`src/rtl/uart_tx_arbiter_if.sv`:
```
// Request/txModule handshake bundle for uart_tx_arbiter. The slave modport is the
// arbiter's view; master is the user/txModule side that drives requests and done.
interface uart_tx_arbiter_if #(
  parameter int NUM_REQ = 4
);
  logic [NUM_REQ-1:0]   req;
  logic [8*NUM_REQ-1:0] req_data;
  logic [NUM_REQ-1:0]   req_ack;
  logic [7:0]           tx_data;
  logic                 tx_en_sig;
  logic                 tx_done_sig;
  logic                 busy;
  logic                 timeout_err;

  modport slave (
    input  req, req_data, tx_done_sig,
    output req_ack, tx_data, tx_en_sig, busy, timeout_err
  );

  modport master (
    output req, req_data, tx_done_sig,
    input  req_ack, tx_data, tx_en_sig, busy, timeout_err
  );
endinterface

```
`src/rtl/uart_tx_arbiter.sv`:
```
// Round-robin share of one UART transmitter; req->tx_en_sig latency 1 clk, one byte per grant.
// Requesters are held off by keeping req high until their req_ack pulse; a watchdog drops stuck sends.
module uart_tx_arbiter #(
  parameter int NUM_REQ        = 4,
  parameter int GAP_CYCLES     = 2,
  parameter int TIMEOUT_CYCLES = 65535
) (
  input logic               clk,
  input logic               rstn,
  uart_tx_arbiter_if.slave  bus
);
  localparam int PW = $clog2(NUM_REQ);

  typedef enum logic [1:0] {ST_IDLE, ST_SEND, ST_DONE, ST_GAP} state_t;

  state_t             r_state;
  logic [PW-1:0]      r_ptr;
  logic [7:0]         r_tx_data;
  logic               r_tx_en;
  logic [NUM_REQ-1:0] r_ack;
  logic               r_to_err;
  logic [31:0]        r_wd_cnt;
  logic [31:0]        r_gap_cnt;

  state_t             w_state_nxt;
  logic [PW-1:0]      w_ptr_nxt;
  logic [7:0]         w_tx_data_nxt;
  logic               w_tx_en_nxt;
  logic [NUM_REQ-1:0] w_ack_nxt;
  logic               w_to_err_nxt;
  logic [31:0]        w_wd_cnt_nxt;
  logic [31:0]        w_gap_cnt_nxt;
  logic               w_hit;
  logic [PW-1:0]      w_win;
  logic [7:0]         w_win_dat;
  logic               w_expire;

  // Two passes give the rotating priority: indices above the pointer first, then the wrap.
  always_comb begin
    w_hit     = 1'b0;
    w_win     = r_ptr;
    w_win_dat = 8'h00;
    for (int i = 0; i < NUM_REQ; i++) begin
      if (!w_hit && bus.req[i] && (PW'(i) > r_ptr)) begin
        w_hit     = 1'b1;
        w_win     = PW'(i);
        w_win_dat = bus.req_data[8*i +: 8];
      end
    end
    for (int i = 0; i < NUM_REQ; i++) begin
      if (!w_hit && bus.req[i] && (PW'(i) <= r_ptr)) begin
        w_hit     = 1'b1;
        w_win     = PW'(i);
        w_win_dat = bus.req_data[8*i +: 8];
      end
    end
  end

  assign w_expire = (TIMEOUT_CYCLES != 0) && (r_wd_cnt == 32'(TIMEOUT_CYCLES - 1));

  always_comb begin
    w_state_nxt   = r_state;
    w_ptr_nxt     = r_ptr;
    w_tx_data_nxt = r_tx_data;
    w_tx_en_nxt   = r_tx_en;
    w_ack_nxt     = '0;
    w_to_err_nxt  = 1'b0;
    w_wd_cnt_nxt  = r_wd_cnt;
    w_gap_cnt_nxt = r_gap_cnt;
    case (r_state)
      ST_IDLE: begin
        if (w_hit) begin
          w_state_nxt   = ST_SEND;
          w_ptr_nxt     = w_win;
          w_tx_data_nxt = w_win_dat;
          w_tx_en_nxt   = 1'b1;
          w_wd_cnt_nxt  = '0;
        end
      end
      ST_SEND: begin
        // A done pulse on the expiry cycle still counts as a normal completion.
        if (bus.tx_done_sig || w_expire) begin
          w_state_nxt      = ST_DONE;
          w_tx_en_nxt      = 1'b0;
          w_ack_nxt[r_ptr] = 1'b1;
          w_to_err_nxt     = !bus.tx_done_sig;
        end else begin
          w_wd_cnt_nxt = r_wd_cnt + 32'd1;
        end
      end
      ST_DONE: begin
        w_gap_cnt_nxt = '0;
        w_state_nxt   = (GAP_CYCLES > 0) ? ST_GAP : ST_IDLE;
      end
      ST_GAP: begin
        if (r_gap_cnt == 32'(GAP_CYCLES - 1)) begin
          w_state_nxt = ST_IDLE;
        end else begin
          w_gap_cnt_nxt = r_gap_cnt + 32'd1;
        end
      end
      default: w_state_nxt = ST_IDLE;
    endcase
  end

  always_ff @(posedge clk or negedge rstn) begin
    if (!rstn) begin
      r_state   <= ST_IDLE;
      r_ptr     <= PW'(NUM_REQ - 1);
      r_tx_data <= 8'h00;
      r_tx_en   <= 1'b0;
      r_ack     <= '0;
      r_to_err  <= 1'b0;
      r_wd_cnt  <= '0;
      r_gap_cnt <= '0;
    end else begin
      r_state   <= w_state_nxt;
      r_ptr     <= w_ptr_nxt;
      r_tx_data <= w_tx_data_nxt;
      r_tx_en   <= w_tx_en_nxt;
      r_ack     <= w_ack_nxt;
      r_to_err  <= w_to_err_nxt;
      r_wd_cnt  <= w_wd_cnt_nxt;
      r_gap_cnt <= w_gap_cnt_nxt;
    end
  end

  assign bus.tx_data     = r_tx_data;
  assign bus.tx_en_sig   = r_tx_en;
  assign bus.req_ack     = r_ack;
  assign bus.timeout_err = r_to_err;
  assign bus.busy        = (r_state != ST_IDLE);
endmodule
```
`src/flat_wrapper.sv`:
```
// flat-port wrapper written by rule: the top's interface ports become plain ports
module uart_tx_arbiter_flat 
#(
  parameter int NUM_REQ        = 4,
  parameter int GAP_CYCLES     = 2,
  parameter int TIMEOUT_CYCLES = 65535
)
  (clk, rstn, bus_req, bus_req_data, bus_tx_done_sig, bus_req_ack, bus_tx_data, bus_tx_en_sig, bus_busy, bus_timeout_err);
  uart_tx_arbiter_if #(.NUM_REQ(NUM_REQ)) bus_i ();
  input logic clk;
  input logic rstn;
  input wire logic [$bits(bus_i.req)-1:0] bus_req;
  input wire logic [$bits(bus_i.req_data)-1:0] bus_req_data;
  input wire logic [$bits(bus_i.tx_done_sig)-1:0] bus_tx_done_sig;
  output wire logic [$bits(bus_i.req_ack)-1:0] bus_req_ack;
  output wire logic [$bits(bus_i.tx_data)-1:0] bus_tx_data;
  output wire logic [$bits(bus_i.tx_en_sig)-1:0] bus_tx_en_sig;
  output wire logic [$bits(bus_i.busy)-1:0] bus_busy;
  output wire logic [$bits(bus_i.timeout_err)-1:0] bus_timeout_err;
  assign bus_i.req = bus_req;
  assign bus_i.req_data = bus_req_data;
  assign bus_i.tx_done_sig = bus_tx_done_sig;
  assign bus_req_ack = bus_i.req_ack;
  assign bus_tx_data = bus_i.tx_data;
  assign bus_tx_en_sig = bus_i.tx_en_sig;
  assign bus_busy = bus_i.busy;
  assign bus_timeout_err = bus_i.timeout_err;
  uart_tx_arbiter #(.NUM_REQ(NUM_REQ), .GAP_CYCLES(GAP_CYCLES), .TIMEOUT_CYCLES(TIMEOUT_CYCLES)) u_core (.clk(clk), .rstn(rstn), .bus(bus_i));
endmodule
```
`config.mk`:
```
export PLATFORM = sky130hd
export DESIGN_NAME = uart_tx_arbiter_flat
export DESIGN_NICKNAME = d
export VERILOG_FILES = /design/src/rtl/uart_tx_arbiter_if.sv /design/src/rtl/uart_tx_arbiter.sv /design/src/flat_wrapper.sv
export SDC_FILE = /design/constraint.sdc
export NUM_CORES = 1
export LEC_CHECK = 0
export CAP_MARGIN = 20
export CORE_MARGIN = 4
export CORE_UTILIZATION = 56
export CTS_BUF_LIST = sky130_fd_sc_hd__clkbuf_4 sky130_fd_sc_hd__clkbuf_8 sky130_fd_sc_hd__clkbuf_16
export DETAILED_ROUTE_END_ITERATION = 10
export DONT_BUFFER_PORTS = 1
export GPL_TIMING_DRIVEN = 0
export PLACE_DENSITY_LB_ADDON = 0.15
export SLEW_MARGIN = 25
export SYNTH_ARGS = -nofsm -noshare
export SYNTH_HDL_FRONTEND = slang
export SYNTH_SLANG_ARGS = --single-unit
```
`constraint.sdc`:
```
create_clock -name clk -period 6.74 [get_ports clk]
set_clock_uncertainty 0.2 [all_clocks]
set_input_delay 0.674 -clock clk [delete_from_list [all_inputs] [get_ports clk]]
set_output_delay 0.674 -clock clk [all_outputs]
set_load 0.01 [all_outputs]
```
---- Word level (Yosys, flattened, before mapping) ----
Cells that the tools add are included.
storage, ports and cells
  word-level logic and storage cells ...... 108
  input bits .............................. 39
  output and inout port bits .............. 15
  bits in registers ....................... 82
cells by class
  $add $sub $neg .......................... 2
  order comparisons ....................... 10
  reduce and logical (&&, ||, !) cells .... 36
  equal/unequal tests ..................... 10
  mux-type cells .......................... 42
operators by type and width
  operator               count
  $pmux 32 s2            2
  $mux 32                3
  $add 32x1->32 const B  2
  $mux 8                 8
  $eq 32x1->1 const B    1
  $eq 32x16->1 const B   1
  $mux 2                 11
  $logic_and 1x1->1      16
  $mux 1                 13
  $reduce_and 3->1       4
  $logic_not 1->1        8
  $mux 4                 2
  $pmux 2 s4             1
  $reduce_bool 8->1      1
  $ne 2x1->1 const B     3
  $reduce_bool 2->1      3
  $eq 2x2->1 const B     2
  $gt 1x2->1 const A     2
  $gt 2x2->1 const A     2
  $le 1x2->1 const A     2
  $le 2x2->1 const A     2
  $ne 2x2->1 const B     2
  $reduce_and 2->1       2
  $lt 2x3->1 const B     1
  other kinds (6)        6

---- Longest topological paths before layout ----
Gate-level depths: netlist of the first run.
  depth after elaboration ................. 33
  gate-level depth with buffers ........... 9
  depth with buffers taken out ............ 8

---- Least setup slack after synthesis of the first run ----
Ideal clock, no wire load.
  kind .................................... input to register
  from .................................... in bus_req[1]
  to ...................................... reg u_core.r_wd_cnt[23]
  path slack .............................. 4.329 ns
  setup time .............................. 0.145 ns
  required time ........................... 6.395 ns
  path buffers ............................ 1
  arrival ................................. 2.067 ns
  stages .................................. 7
  cells stage by stage .................... nor3_1 nand2_1 nor2_1 buf_4 nor2_1 nand4_1 o221ai_1
on the way
  cells in the longest elaborated chain, start to end .. 29
RTL lines
  element                                RTL line                RTL
  start: declaration                     flat_wrapper.sv:12      input wire logic [$bits(bus_i.req)-1:0] bus_req;
  $logic_and 1x1->1 (2 in series)        uart_tx_arbiter.sv:44   if (!w_hit && bus.req[i] && (PW'(i) > r_ptr)) begin
  $mux 1                                 uart_tx_arbiter.sv:44
  $logic_not 1->1                        uart_tx_arbiter.sv:44
  $logic_and 1x1->1 (2 in series)        uart_tx_arbiter.sv:44
  $mux 1                                 uart_tx_arbiter.sv:44
  $logic_not 1->1                        uart_tx_arbiter.sv:44
  $logic_and 1x1->1 (2 in series)        uart_tx_arbiter.sv:44
  $mux 1                                 uart_tx_arbiter.sv:44
  [... 8 more ...]                       --
  $logic_not 1->1                        uart_tx_arbiter.sv:51   if (!w_hit && bus.req[i] && (PW'(i) <= r_ptr)) begin
  $logic_and 1x1->1 (2 in series)        uart_tx_arbiter.sv:51
  $mux 1 (*)                             uart_tx_arbiter.sv:51
  $logic_not 1->1                        uart_tx_arbiter.sv:51
  $logic_and 1x1->1 (2 in series)        uart_tx_arbiter.sv:51
  $mux 1 (*)                             uart_tx_arbiter.sv:51
  $ne 2x1->1 (no source line) (*)        --
  $reduce_and 3->1 (no source line) (*)  --
  end signal: assignment                 uart_tx_arbiter.sv:123  r_wd_cnt <= w_wd_cnt_nxt;
  end: declaration                       uart_tx_arbiter.sv:22   logic [31:0] r_wd_cnt;
Every way passes the cells marked *; elsewhere a longest branch is shown, timed or not.
A chain may end at the register's enable or synchronous reset.

---- Worst setup path in the final report of the first run ----
  from .................................... reg u_core.r_state[0]
  to ...................................... reg u_core.r_wd_cnt[27]
on the way
  cells in the longest elaborated chain, start to end .. 3
  elaborated cells between the ends (all ways) .. 7
  those cells by class .................... eq/ne: 3; mux: 1; reduce/logical: 3
RTL lines
  element                                                    RTL line                RTL
  start: declaration                                         uart_tx_arbiter.sv:16   state_t r_state;
  start signal: assignment                                   uart_tx_arbiter.sv:117  r_state <= w_state_nxt;
  $eq 2x1->1 or $logic_not 2->1 (tied branches)              uart_tx_arbiter.sv:70   case (r_state)
  $ne 2x2->1 (no source line), or another cell as far along  --
  $reduce_and 3->1 (no source line)                          --
Parallel ways exist; a longest one is shown, timed or not.

==> results.md, run 1 <==
* Total grt overflow at 0
* # resized after CTS at 0
* Global Route Usage Sum at 23.4%
* HP Class: in2async
* Cells after Synth at 518
* Data required time of the worst path at 6.76 ns
* Util after Layout at 62.1%
* Core area at 8260 sq um
* Clock power share at 22.3%
* YS warnings at 0
* H-Tree Depth at 3
* Final HPWL DP at 7.93 mm
* Die width at 100 um
* Initial antenna violation count at 0
* CP arrival at 2.90 ns
* WL/cell at 17.5 um
* CP Cell Sequence: inv_1 -> ha_1 -> inv_1 -> a21o_1 -> nor2_1 -> clkbuf_1 -> clkbuf_1 -> nor2_1
* Worst path bufs/invs at 4
* PwrDens at 294 nW/um^2
* Critical path peak fanout at 10
* Min Tclk post-route at 2.89 ns
* Seq/Total Area, Yosys at 43.0%
* Drt via density at 6.25
* Critical-path top delay cell: nor2_1
* Synth async-reset ratio at 100%
* Total number of vias at 3999
* Static Leak at 2.06 nW
* Area Overhead vs Synth at 7.31%
* Postcts setup bufs at 0
* Fmax at 347 MHz
* Register bit total from synthesis at 82
* Min Hold Slack at -0.0126 ns
* Clk buf depth at 2
* IO Pins at 54
* Flop pwr share at 41.7%
* Commonest non-fill, non-tap cells in the layout: dfrtp_1 (80), nor2_1 (63), nand2_1 (40), o21ai_0 (33), xnor2_1 (29)
* Primary FF master, synth: dfrtp_1
* Cell area after synthesis at 4780 sq um
* Detailed Routing Iterations Pass 1 at 5
* Final setup margin at 3.85 ns
* Int Pwr at 0.000868 W
* Post-synth EDFFs at 0
* Sw Ratio at 42.4%
* Hold Buf Count CTS at 1
* Share of cells above drive strength 1 at 9.91%
* Dpl ws at 3.79 ns
* Syn nets at 565
* Worst Tran Pin Value at 0.927 ns
* Latest clock arrival within the worst-skew pair at 0.36 ns
* Number of port buffers at 0
* Clock sinks at 82
* Starting Density at 57.9%
* Diode count at 0
* Run status: finished, violations left
* Post-DRT Antenna Nets at 0
* Final Max Tran Viols at 0
* Largest net degree at the start of global routing at 83
* Die Height at 100 um
* RSZ-0062 raised after global routing: false
* Largest stage delay, worst path at 0.46 ns
* Period Utilization, post-route at 42.8%
* Vias in the first global route at 3922
* Pwr Total at 0.00151 W
* Combinational share of power at 36.1%
* Max cap viols at 0
* Initial DRC Count at 199
* Critical setup path kind: reg2reg
* Nets at 577
* Final Hold Viols at 4
* Fill cells at 694
* DR DRC count at 0
* Max-slew headroom at 38.0%
* Total Neg Setup Slack at 0 ns
* Die area at 10100 sq um
* P_sw at 0.000640 W
* Routed Wire Length at 11.2 mm
* Row count at 33
* Routability cong. at 0.881
* # setup viols final at 0
* Crit. End Element: flip-flop
* Mapped Avg Cell Area at 9.22 sq um
* TritonCTS Buffers at 9
* First-pass GRT wire length at 19.0 mm
* Root Buffer: clkbuf_8
* CP startpoint kind: flip-flop
* Failing checks: negative hold slack
* Netlist cell types at 64
* CTS tree: built
* Commonest non-fill, non-tap cell in the layout: dfrtp_1
* CTS clock-pin slew for the worst setup and hold paths at 0.10 ns
* CP top delay family: buffers and inverters
* VDD IR-drop max at 182 uV
[per-stage QoR]
stage	area (sq um)	cells
floorplan	4780	518
global placement	4910	623
detailed placement	4910	623
CTS	5120	640
global route	5130	640
finish	5130	640
[sequential cells by signal, summed over array words and instances (netlist names)]
name	count
u_core.r_wd_cnt	32
u_core.bus.tx_en_sig	1
u_core.bus.req_ack	4
u_core.bus.tx_data	8
u_core.bus.timeout_err	1
u_core.r_ptr	2
u_core.r_gap_cnt	32
u_core.r_state	2
[per-layer routing]
layer	wire (um)	vias up	track usage, %
met5	0	-	0
met4	233	0	9.53
met3	472	24	3.41
met2	5410	99	37.5
met1	5090	1944	32.0
li1	-	1932	-
[logic make-up (layout without fill, tap and decap cells)]
family	count (synthesis)	in the layout	share of synthesized area [%]
adders and majority gates	8	8	2.09
buffers and inverters	42	59	3.77
and+or+nand+nor	223	223	24.7
AOI/OAI and AO/OA	123	123	18.9
muxes	4	4	0.864
DFF	82	82	43.0
xor gates and xnor gates	36	36	6.60
[worst register-to-register path, delay by kind of cell, from the launching register on]
kind                     cells  cell delay [ns]
flip-flops                   1             0.43
AO/OA/AOI/OAI                1             0.19
AND/OR/NAND/NOR              2             0.57
adder cells (fa/ha/maj)      1             0.23
buffers and inverters        4             1.14
[synthesized netlist by cell type, types with 3 or more instances]
library cell / number / area (sq um)
a22oi_1: 9 / 67.6
nand3_1: 22 / 110
dfrtp_1: 80 / 2000
ha_1: 8 / 100
a21oi_1: 21 / 105
a221oi_1: 7 / 61.3
a2111oi_2: 5 / 75.1
a21o_1: 5 / 37.5
or3_1: 6 / 37.5
buf_2: 3 / 15.0
o21ai_0: 33 / 165
or2_2: 3 / 18.8
nand2_1: 40 / 150
and2_1: 4 / 25.0
nand2b_1: 5 / 31.3
inv_1: 22 / 82.6
o31ai_1: 6 / 45.0
nor3b_1: 3 / 22.5
xnor2_1: 29 / 254
or4_1: 4 / 30.0
nor4_1: 12 / 75.1
nor2b_1: 4 / 25.0
nand4_1: 19 / 119
xor2_1: 7 / 61.3
mux2i_1: 3 / 30.0
nor2_1: 64 / 240
a221o_1: 7 / 70.1
a211oi_1: 8 / 60.1
nor3_1: 15 / 75.1
clkbuf_1: 13 / 48.8
and3_1: 7 / 43.8
[power by group through the flow]
stage               Clock (W)  Sequential [W]  Combinational [W]
floorplan                   0        0.000620           0.000393
global placement            0        0.000635           0.000516
detailed placement          0        0.000636           0.000529
CTS                  0.000345        0.000627           0.000543
global route         0.000366        0.000636           0.000613
finish               0.000336        0.000628           0.000543
[cell type report]
cell class / count / area, sq um / area share [%]
Multi-Input combinational cell: 394 / 2550 / 49.8
Buffer: 20 / 97.6 / 1.90
Tap cell: 105 / 131 / 2.56
Inverter: 22 / 82.6 / 1.61
Timing Repair Buffer: 1 / 27.5 / 0.537
Clock inverter: 7 / 57.6 / 1.12
Clock buffer: 9 / 124 / 2.42
Sequential cell: 82 / 2050 / 40.1
[worst paths after layout]
path / to / slack (ns) / cells past startpoint / from
max: u_core.r_wd_cnt[27] / 3.85 / 8 / u_core.r_state[0]
min: u_core.r_gap_cnt[13] / -0.01 / 1 / rstn
max in group asynchronous: u_core.r_ptr[1] / 5.98 / 1 / rstn
min reg2reg: u_core.r_gap_cnt[1] / 0.36 / 2 / u_core.r_gap_cnt[1]
min in group clk: u_core.bus.tx_data[2] / 0.26 / 2 / bus_req_data[26]
max reg2reg: u_core.r_wd_cnt[27] / 3.85 / 8 / u_core.r_state[0]
No activity file was read; power rests on OpenSTA's default activity.
==> run 2: changes to the inputs <==
--- a/config.mk
+++ b/config.mk
@@ -5,6 +5,7 @@
 export SDC_FILE = /design/constraint.sdc
 export NUM_CORES = 1
 export LEC_CHECK = 0
+export ABC_AREA = 1
 export CAP_MARGIN = 20
 export CORE_MARGIN = 4
 export CORE_UTILIZATION = 56
==> constraint.sdc (replaced) <==
create_clock -name clk -period 2.48 [get_ports clk]
set_clock_uncertainty 0.2 [all_clocks]
set_input_delay 0.248 -clock clk [delete_from_list [all_inputs] [get_ports clk]]
set_output_delay 0.248 -clock clk [all_outputs]
set_load 0.01 [all_outputs]
==> results.md, run 2 <==
* Run status: completed (was finished, violations left)
* Area Overhead vs Synth at 10.6% (was 7.31%)
* Final HPWL DP at 12.2 mm (was 7.93 mm)
* CP arrival at 2.38 ns (was 2.90 ns)
* Initial DRC Count at 429 (was 199)
* Netlist cell types at 34 (was 64)
* Register bit total from synthesis at 82 (unchanged)
* Cells after Synth at 945 (was 518)
* Detailed Routing Iterations Pass 1 at 5 (unchanged)
* Primary FF master, synth: dfrtp_1 (unchanged)
* Core area at 10400 sq um (was 8260 sq um)
* Top cells by count, synth: nand2_1 (308), nor2_1 (191), inv_1 (84) (was dfrtp_1 (80), nor2_1 (64), nand2_1 (40))
* HP Class: in2reg (was in2async)
* Starting Density at 57.8% (was 57.9%)
* CTS tree: built (unchanged)
* Period Utilization, post-route at 91.7% (was 42.8%)
* Cell with the most instances after synthesis: nand2_1 (was dfrtp_1)
* Drt via density at 5.42 (was 6.25)
* Largest cells by area after synthesis: dfrtp_1 (33%), nand2_1 (19%), nor2_1 (12%) (was dfrtp_1 (42%), xnor2_1 (5.3%), nor2_1 (5.0%))
* Crit. End Element: flip-flop (unchanged)
* Largest area contributor in the netlist: dfrtp_1 (unchanged)
* Largest family of logic cells by synthesized area: simple AND/OR/NAND/NOR gates (unchanged)
* RSZ-0062 raised after global routing: false (unchanged)
* Compound-Gate Fraction of Synth Area at 6.02% (was 18.9%)
* Commonest non-fill, non-tap cells in the layout: nand2_1 (308), nor2_1 (191), inv_1 (84), dfrtp_1 (80), nand3_1 (68) (was dfrtp_1 (80), nor2_1 (63), nand2_1 (40), o21ai_0 (33), xnor2_1 (29))
* Die Height at 112 um (was 100 um)
* Latest clock arrival within the worst-skew pair at 0.37 ns (was 0.36 ns)
* Critical path peak fanout at 10 (unchanged)
* Worst Tran Pin Value at 0.611 ns (was 0.927 ns)
* Syn nets at 992 (was 565)
* Post-synth EDFFs at 0 (unchanged)
* Min Tclk post-route at 2.28 ns (was 2.89 ns)
* Routability cong. at 0.976 (was 0.881)
* Clock sinks at 82 (unchanged)
* Total Neg Setup Slack at 0 ns (unchanged)
* Final Hold Viols at 0 (was 4)
* Share of cells above drive strength 1 at 5.27% (was 9.91%)
* Static Leak at 2.94 nW (was 2.06 nW)
* Mapped Avg Cell Area at 6.38 sq um (was 9.22 sq um)
* Critical setup path kind: reg2reg (unchanged)
* Vias in the first global route at 5745 (was 3922)
* YS warnings at 0 (unchanged)
* Global Route Usage Sum at 27.4% (was 23.4%)
* Min Hold Slack at 0.0418 ns (was -0.0126 ns)
* VDD IR-drop max at 575 uV (was 182 uV)
* Cell area after synthesis at 6020 sq um (was 4780 sq um)
* Util after Layout at 63.9% (was 62.1%)
* Post-DRT Antenna Nets at 0 (unchanged)
* WL/cell at 14.8 um (was 17.5 um)
* Fin cells at 1123 (was 640)
* Die area at 12500 sq um (was 10100 sq um)
* Total number of vias at 6087 (was 3999)
* Fmax at 439 MHz (was 347 MHz)
* H-Tree Depth at 3 (unchanged)
* Initial antenna violation count at 0 (unchanged)
* DR DRC count at 0 (unchanged)
* Mux contribution to synthesized area at 0% (was 0.864%)
* Max-slew headroom at 59.3% (was 38.0%)
* Synth Area in Adders at 1.66% (was 2.09%)
* PwrDens at 688 nW/um^2 (was 294 nW/um^2)
* Final Max Tran Viols at 0 (unchanged)
* Row count at 37 (was 33)
* Commonest non-fill, non-tap cell in the layout: nand2_1 (was dfrtp_1)
* Placed Cells incl. Taps at 1081 (was 623)
* IO Pins at 54 (unchanged)
* Routed Wire Length at 16.6 mm (was 11.2 mm)
* Seq/Total Area, Yosys at 34.1% (was 43.0%)
* Root Buffer: clkbuf_8 (unchanged)
* Max cap viols at 0 (unchanged)
* First-pass GRT wire length at 27.9 mm (was 19.0 mm)
* Top cell type's share of synthesized area at 33.2% (was 41.9%)
* Clk buf depth at 2 (unchanged)
* Data required time of the worst path at 2.58 ns (was 6.76 ns)
* XOR/XNOR share of the synthesized area at 3.63% (was 6.60%)
* Largest net degree at the start of global routing at 83 (unchanged)
* Pwr Total at 0.00458 W (was 0.00151 W)
* Diode count at 0 (unchanged)
* Total grt overflow at 0 (unchanged)
* Number of port buffers at 0 (unchanged)
* CTS clock-pin slew for the worst setup and hold paths at 0.09 ns (was 0.10 ns)
* Synth async-reset ratio at 100% (unchanged)
* CP startpoint kind: flip-flop (unchanged)
* Nets at 1029 (was 577)
* # setup viols final at 0 (unchanged)
* TritonCTS Buffers at 9 (unchanged)
* Simple-gate portion of the synthesized area at 46.6% (was 24.7%)
* Die width at 112 um (was 100 um)
[run 2: cell count changes after synthesis, moves of 8 or more]
cell      change
nor2_1      +127
nor4_1       -12
nand3_1      +46
a22oi_1       -9
inv_1        +62
xor2_1       +14
nand2_1     +268
o22ai_1      +10
xnor2_1      -25
nand4_1      +26
a211oi_1      -8
[run 2: power breakdown]
part | leakage, nW | total (W) | switching (W) | internal (W)
Sequential | 1.11 | 0.00168 | 0.000177 | 0.00151
Clock | 0.0869 | 0.000944 | 0.000558 | 0.000386
Combinational | 1.74 | 0.00196 | 0.00136 | 0.000595
[run 2: logic make-up after synthesis]
logic type,count (synthesis)
AND/OR/NAND/NOR,650
buffers and inverters,115
adder cells (fa/ha/maj),8
AO/OA/AOI/OAI,65
flip-flops,82
XOR/XNOR,25
[run 2: final cells by class]
cell class	count	area, sq um
plain buffers	27	148
inverters	87	327
multi-input cells	748	3490
repair buffers	27	288
flip-flops and latches	82	2050
fillers	1000	3760
clock buffers	10	131
clock inverters	6	50.0
well taps	136	170
[run 2: path summary, 6_finish.rpt]
kind                                               to         startpoint  cells after the start  slack [ns]
min in group asynchronous         u_core.r_wd_cnt[29]               rstn                      2        0.21
worst min register to register        u_core.r_ptr[0]    u_core.r_ptr[0]                      2        0.33
worst max register to register    u_core.r_wd_cnt[25]  u_core.r_state[1]                      7        0.20
worst max-delay path              u_core.r_wd_cnt[25]  u_core.r_state[1]                      7        0.20
max in group asynchronous        u_core.r_gap_cnt[14]               rstn                      2        1.51
worst min-delay path            u_core.bus.tx_data[1]    bus_req_data[1]                      4        0.04
[run 2: layer usage]
| metal | routed length (um) | track usage [%] | share of wire, % | up-vias |
|---|---|---|---|---|
| li1 | - | - | - | 3113 |
| met1 | 7310 | 36.3 | 44 | 2733 |
| met2 | 7850 | 44.2 | 47 | 190 |
| met3 | 786 | 3.64 | 4.7 | 51 |
| met4 | 690 | 13.4 | 4.1 | 0 |
| met5 | 0 | 0 | 0 | - |
[run 2: critical path, stage by stage, from the launching register on]
cell and delay, ns:
dfrtp_1 0.42, inv_1 0.09, ha_1 0.23, clkinv_1 0.25, nand2_1 0.35, clkbuf_1 0.41, nand4_1 0.16, nand2_1 0.11
[run 2: repair_timing]
item / in CTS / in global routing
setup buffers: 0 / 0
gates resized for setup: 0 / 0
hold buffers: 27 / 0
setup endpoints to repair: 0 / 8
hold endpoints to repair: 92 / 0
[run 2: stage by stage]
| step | instance area, sq um | worst slack (ns) |
|---|---|---|
| 2_1_floorplan | 6020 | 0.655 |
| 3_3_place_gp | 6190 | 0.157 |
| 3_5_place_dp | 6190 | 0.155 |
| 4_1_cts | 6660 | 0.122 |
| 5_1_grt | 6660 | 0.0131 |
| 6_report | 6660 | 0.205 |
==> run 3: changes to the inputs <==
--- a/config.mk
+++ b/config.mk
@@ -7,11 +7,14 @@
 export LEC_CHECK = 0
 export ABC_AREA = 1
 export CAP_MARGIN = 20
+export CELL_PAD_IN_SITES_DETAIL_PLACEMENT = 0
+export CELL_PAD_IN_SITES_GLOBAL_PLACEMENT = 1
 export CORE_MARGIN = 4
-export CORE_UTILIZATION = 56
+export CORE_UTILIZATION = 41
 export CTS_BUF_LIST = sky130_fd_sc_hd__clkbuf_4 sky130_fd_sc_hd__clkbuf_8 sky130_fd_sc_hd__clkbuf_16
 export DETAILED_ROUTE_END_ITERATION = 10
 export DONT_BUFFER_PORTS = 1
+export GPL_ROUTABILITY_DRIVEN = 0
 export GPL_TIMING_DRIVEN = 0
 export PLACE_DENSITY_LB_ADDON = 0.15
 export SLEW_MARGIN = 25
==> results.md, run 3 (synthesis results as in run 2) <==
* Run status: completed (unchanged)
* CTS tree: built (unchanged)
* Drt via density at 5.12 (was 5.42)
* RSZ-0062 raised after global routing: false (unchanged)
* Critical setup path kind: reg2reg (unchanged)
* Row count at 44 (was 37)
* CTS clock-pin slew for the worst setup and hold paths at 0.07 ns (was 0.09 ns)
* Fmax at 434 MHz (was 439 MHz)
* Global Route Usage Sum at 23.1% (was 27.4%)
* Core area at 14500 sq um (was 10400 sq um)
* Worst path bufs/invs at 3 (unchanged)
* Total Neg Setup Slack at 0 ns (unchanged)
* Largest stage delay, worst path at 0.48 ns (was 0.42 ns)
* Period Utilization, post-route at 92.8% (was 91.7%)
* CP startpoint kind: flip-flop (unchanged)
* Pwr Total at 0.00518 W (was 0.00458 W)
* Number of port buffers at 0 (unchanged)
* Routed Wire Length at 18.3 mm (was 16.6 mm)
* Final Max Tran Viols at 0 (unchanged)
* CP top delay family: buffers and inverters (unchanged)
* Root Buffer: clkbuf_16 (was clkbuf_8)
* WL/cell at 15.8 um (was 14.8 um)
* Final Hold Viols at 0 (unchanged)
* Vias in the first global route at 5820 (was 5745)
* Max cap viols at 0 (unchanged)
* Placed Cells incl. Taps at 1129 (was 1081)
* Postcts setup bufs at 0 (unchanged)
* First-pass GRT wire length at 30.2 mm (was 27.9 mm)
* H-Tree Depth at 3 (unchanged)
* Sw Ratio at 43.2% (was 45.7%)
* Largest net degree at the start of global routing at 83 (unchanged)
* Nets at 1020 (was 1029)
* Initial DRC Count at 344 (was 429)
* TritonCTS Buffers at 9 (unchanged)
* DR DRC count at 0 (unchanged)
* Starting Density at 41.6% (was 57.8%)
* Critical path peak fanout at 10 (unchanged)
* HP Class: in2reg (unchanged)
* Min Tclk post-route at 2.30 ns (was 2.28 ns)
* Total grt overflow at 0 (unchanged)
* Flop pwr share at 32.6% (was 36.7%)
* Initial antenna violation count at 0 (unchanged)
* Clock power share at 28.1% (was 20.6%)
* CP arrival at 2.35 ns (was 2.38 ns)
* Static Leak at 2.97 nW (was 2.94 nW)
* Die area at 16700 sq um (was 12500 sq um)
* IO Pins at 54 (unchanged)
* Fill cells at 1577 (was 1000)
* PwrDens at 764 nW/um^2 (was 688 nW/um^2)
* CP Cell Sequence: inv_1 -> ha_1 -> clkbuf_1 -> nand4_4 -> buf_2 -> nand4_1 -> nand2_1 (was inv_1 -> ha_1 -> clkinv_1 -> nand2_1 -> clkbuf_1 -> nand4_1 -> nand2_1)
* Max-slew headroom at 58.9% (was 59.3%)
* Final HPWL DP at 13.6 mm (was 12.2 mm)
* Clock sinks at 82 (unchanged)
* Combinational share of power at 39.2% (was 42.7%)
* Post-DRT Antenna Nets at 0 (unchanged)
* Commonest non-fill, non-tap cell in the layout: nand2_1 (unchanged)
* Latest clock arrival within the worst-skew pair at 0.36 ns (was 0.37 ns)
* Crit. End Element: flip-flop (unchanged)
* Fin cells at 1162 (was 1123)
* # setup viols final at 0 (unchanged)
* Share of cells above drive strength 1 at 5.62% (was 5.27%)
* Int Pwr at 0.00294 W (was 0.00249 W)
* Clk buf depth at 2 (unchanged)
* Worst Tran Pin Value at 0.616 ns (was 0.611 ns)
* Area Overhead vs Synth at 12.4% (was 10.6%)
* Die Height at 129 um (was 112 um)
* Commonest non-fill, non-tap cells in the layout: nand2_1 (307), nor2_1 (191), inv_1 (84), dfrtp_1 (80), nand3_1 (68) (was nand2_1 (308), nor2_1 (191), inv_1 (84), dfrtp_1 (80), nand3_1 (68))
* Diode count at 0 (unchanged)
* P_sw at 0.00223 W (was 0.00210 W)
* Critical-path top delay cell: clkbuf_1 (was dfrtp_1)
* Detailed Routing Iterations Pass 1 at 5 (unchanged)
* Total number of vias at 5954 (was 6087)
* VDD IR-drop max at 377 uV (was 575 uV)
* Die width at 129 um (was 112 um)
* Data required time of the worst path at 2.53 ns (was 2.58 ns)
==> run 3: cell count changes in the layout (fill, tap and decap cells not counted), moves of 2 or more <==
cell / delta
clkbuf_2: +2
dlygate4sd3_1: -9
clkbuf_8: -7
clkbuf_16: +9
clkinv_4: -2
clkbuf_1: -2
==> run 3: routing by layer <==
metal	vias up	global-route usage, %	part of all wire [%]
met5	-	0	0
met4	0	7.97	1.9
met3	21	3.34	3.8
met2	107	39.1	48
met1	2731	30.4	46
li1	3095	-	-
==> run 3: layout make-up <==
class / instances / area [sq um] / area share (%)
Timing Repair Buffer: 18 / 198 / 2.92
Clock buffer: 11 / 253 / 3.73
Multi-Input combinational cell: 748 / 3500 / 51.7
Inverter: 87 / 327 / 4.82
Clock inverter: 5 / 61.3 / 0.905
Tap cell: 184 / 230 / 3.40
Sequential cell: 82 / 2050 / 30.3
Buffer: 27 / 150 / 2.22
==> run 3: power by group through the flow <==
stage / Clock [W] / Combinational, W / Sequential, W
CTS: 0.00149 / 0.00204 / 0.00169
floorplan: 0 / 0.00142 / 0.00167
global route: 0.00155 / 0.00227 / 0.00172
finish: 0.00146 / 0.00203 / 0.00169
global placement: 0 / 0.00197 / 0.00172
detailed placement: 0 / 0.00197 / 0.00171
==> run 3: per-stage QoR <==
stage | util, % | cell area [sq um] | worst slack [ns] | hold slack (ns)
final | 46.8 | 6770 | 0.178 | 0.0108
after detailed placement | 43.2 | 6250 | 0.0511 | -0.246
after floorplan | - | 6020 | 0.655 | -0.248
after global routing | 46.8 | 6770 | 0.0175 | 0.0503
after CTS | 46.7 | 6770 | 0.0385 | 0.00274
after global placement | 43.2 | 6250 | 0.0129 | -0.246
==> run 3: what timing repair did <==
action,4_1_cts,5_1_grt
resized for setup,0,6
endpoints found under the setup margin,0,40
hold buffers,18,0
endpoints found under the hold margin,91,0
==> run 3: path summary, 6_finish.rpt <==
kind | slack, ns | startpoint | cells past startpoint | endpoint
hold reg to reg | 0.33 | u_core.r_state[1] | 2 | u_core.r_state[1]
min in group asynchronous | 0.26 | rstn | 2 | u_core.r_wd_cnt[28]
setup / recovery | 0.18 | u_core.r_state[0] | 7 | u_core.r_wd_cnt[24]
hold / removal | 0.01 | bus_req_data[15] | 4 | u_core.bus.tx_data[7]
setup reg to reg | 0.18 | u_core.r_state[0] | 7 | u_core.r_wd_cnt[24]
max in group asynchronous | 1.47 | rstn | 2 | u_core.r_gap_cnt[0]
==> run 3: worst min-delay path: stages <==
cell and delay [ns]:
nand3_1 0.06, nand3_1 0.06, nor2_1 0.09, a21oi_1 0.07
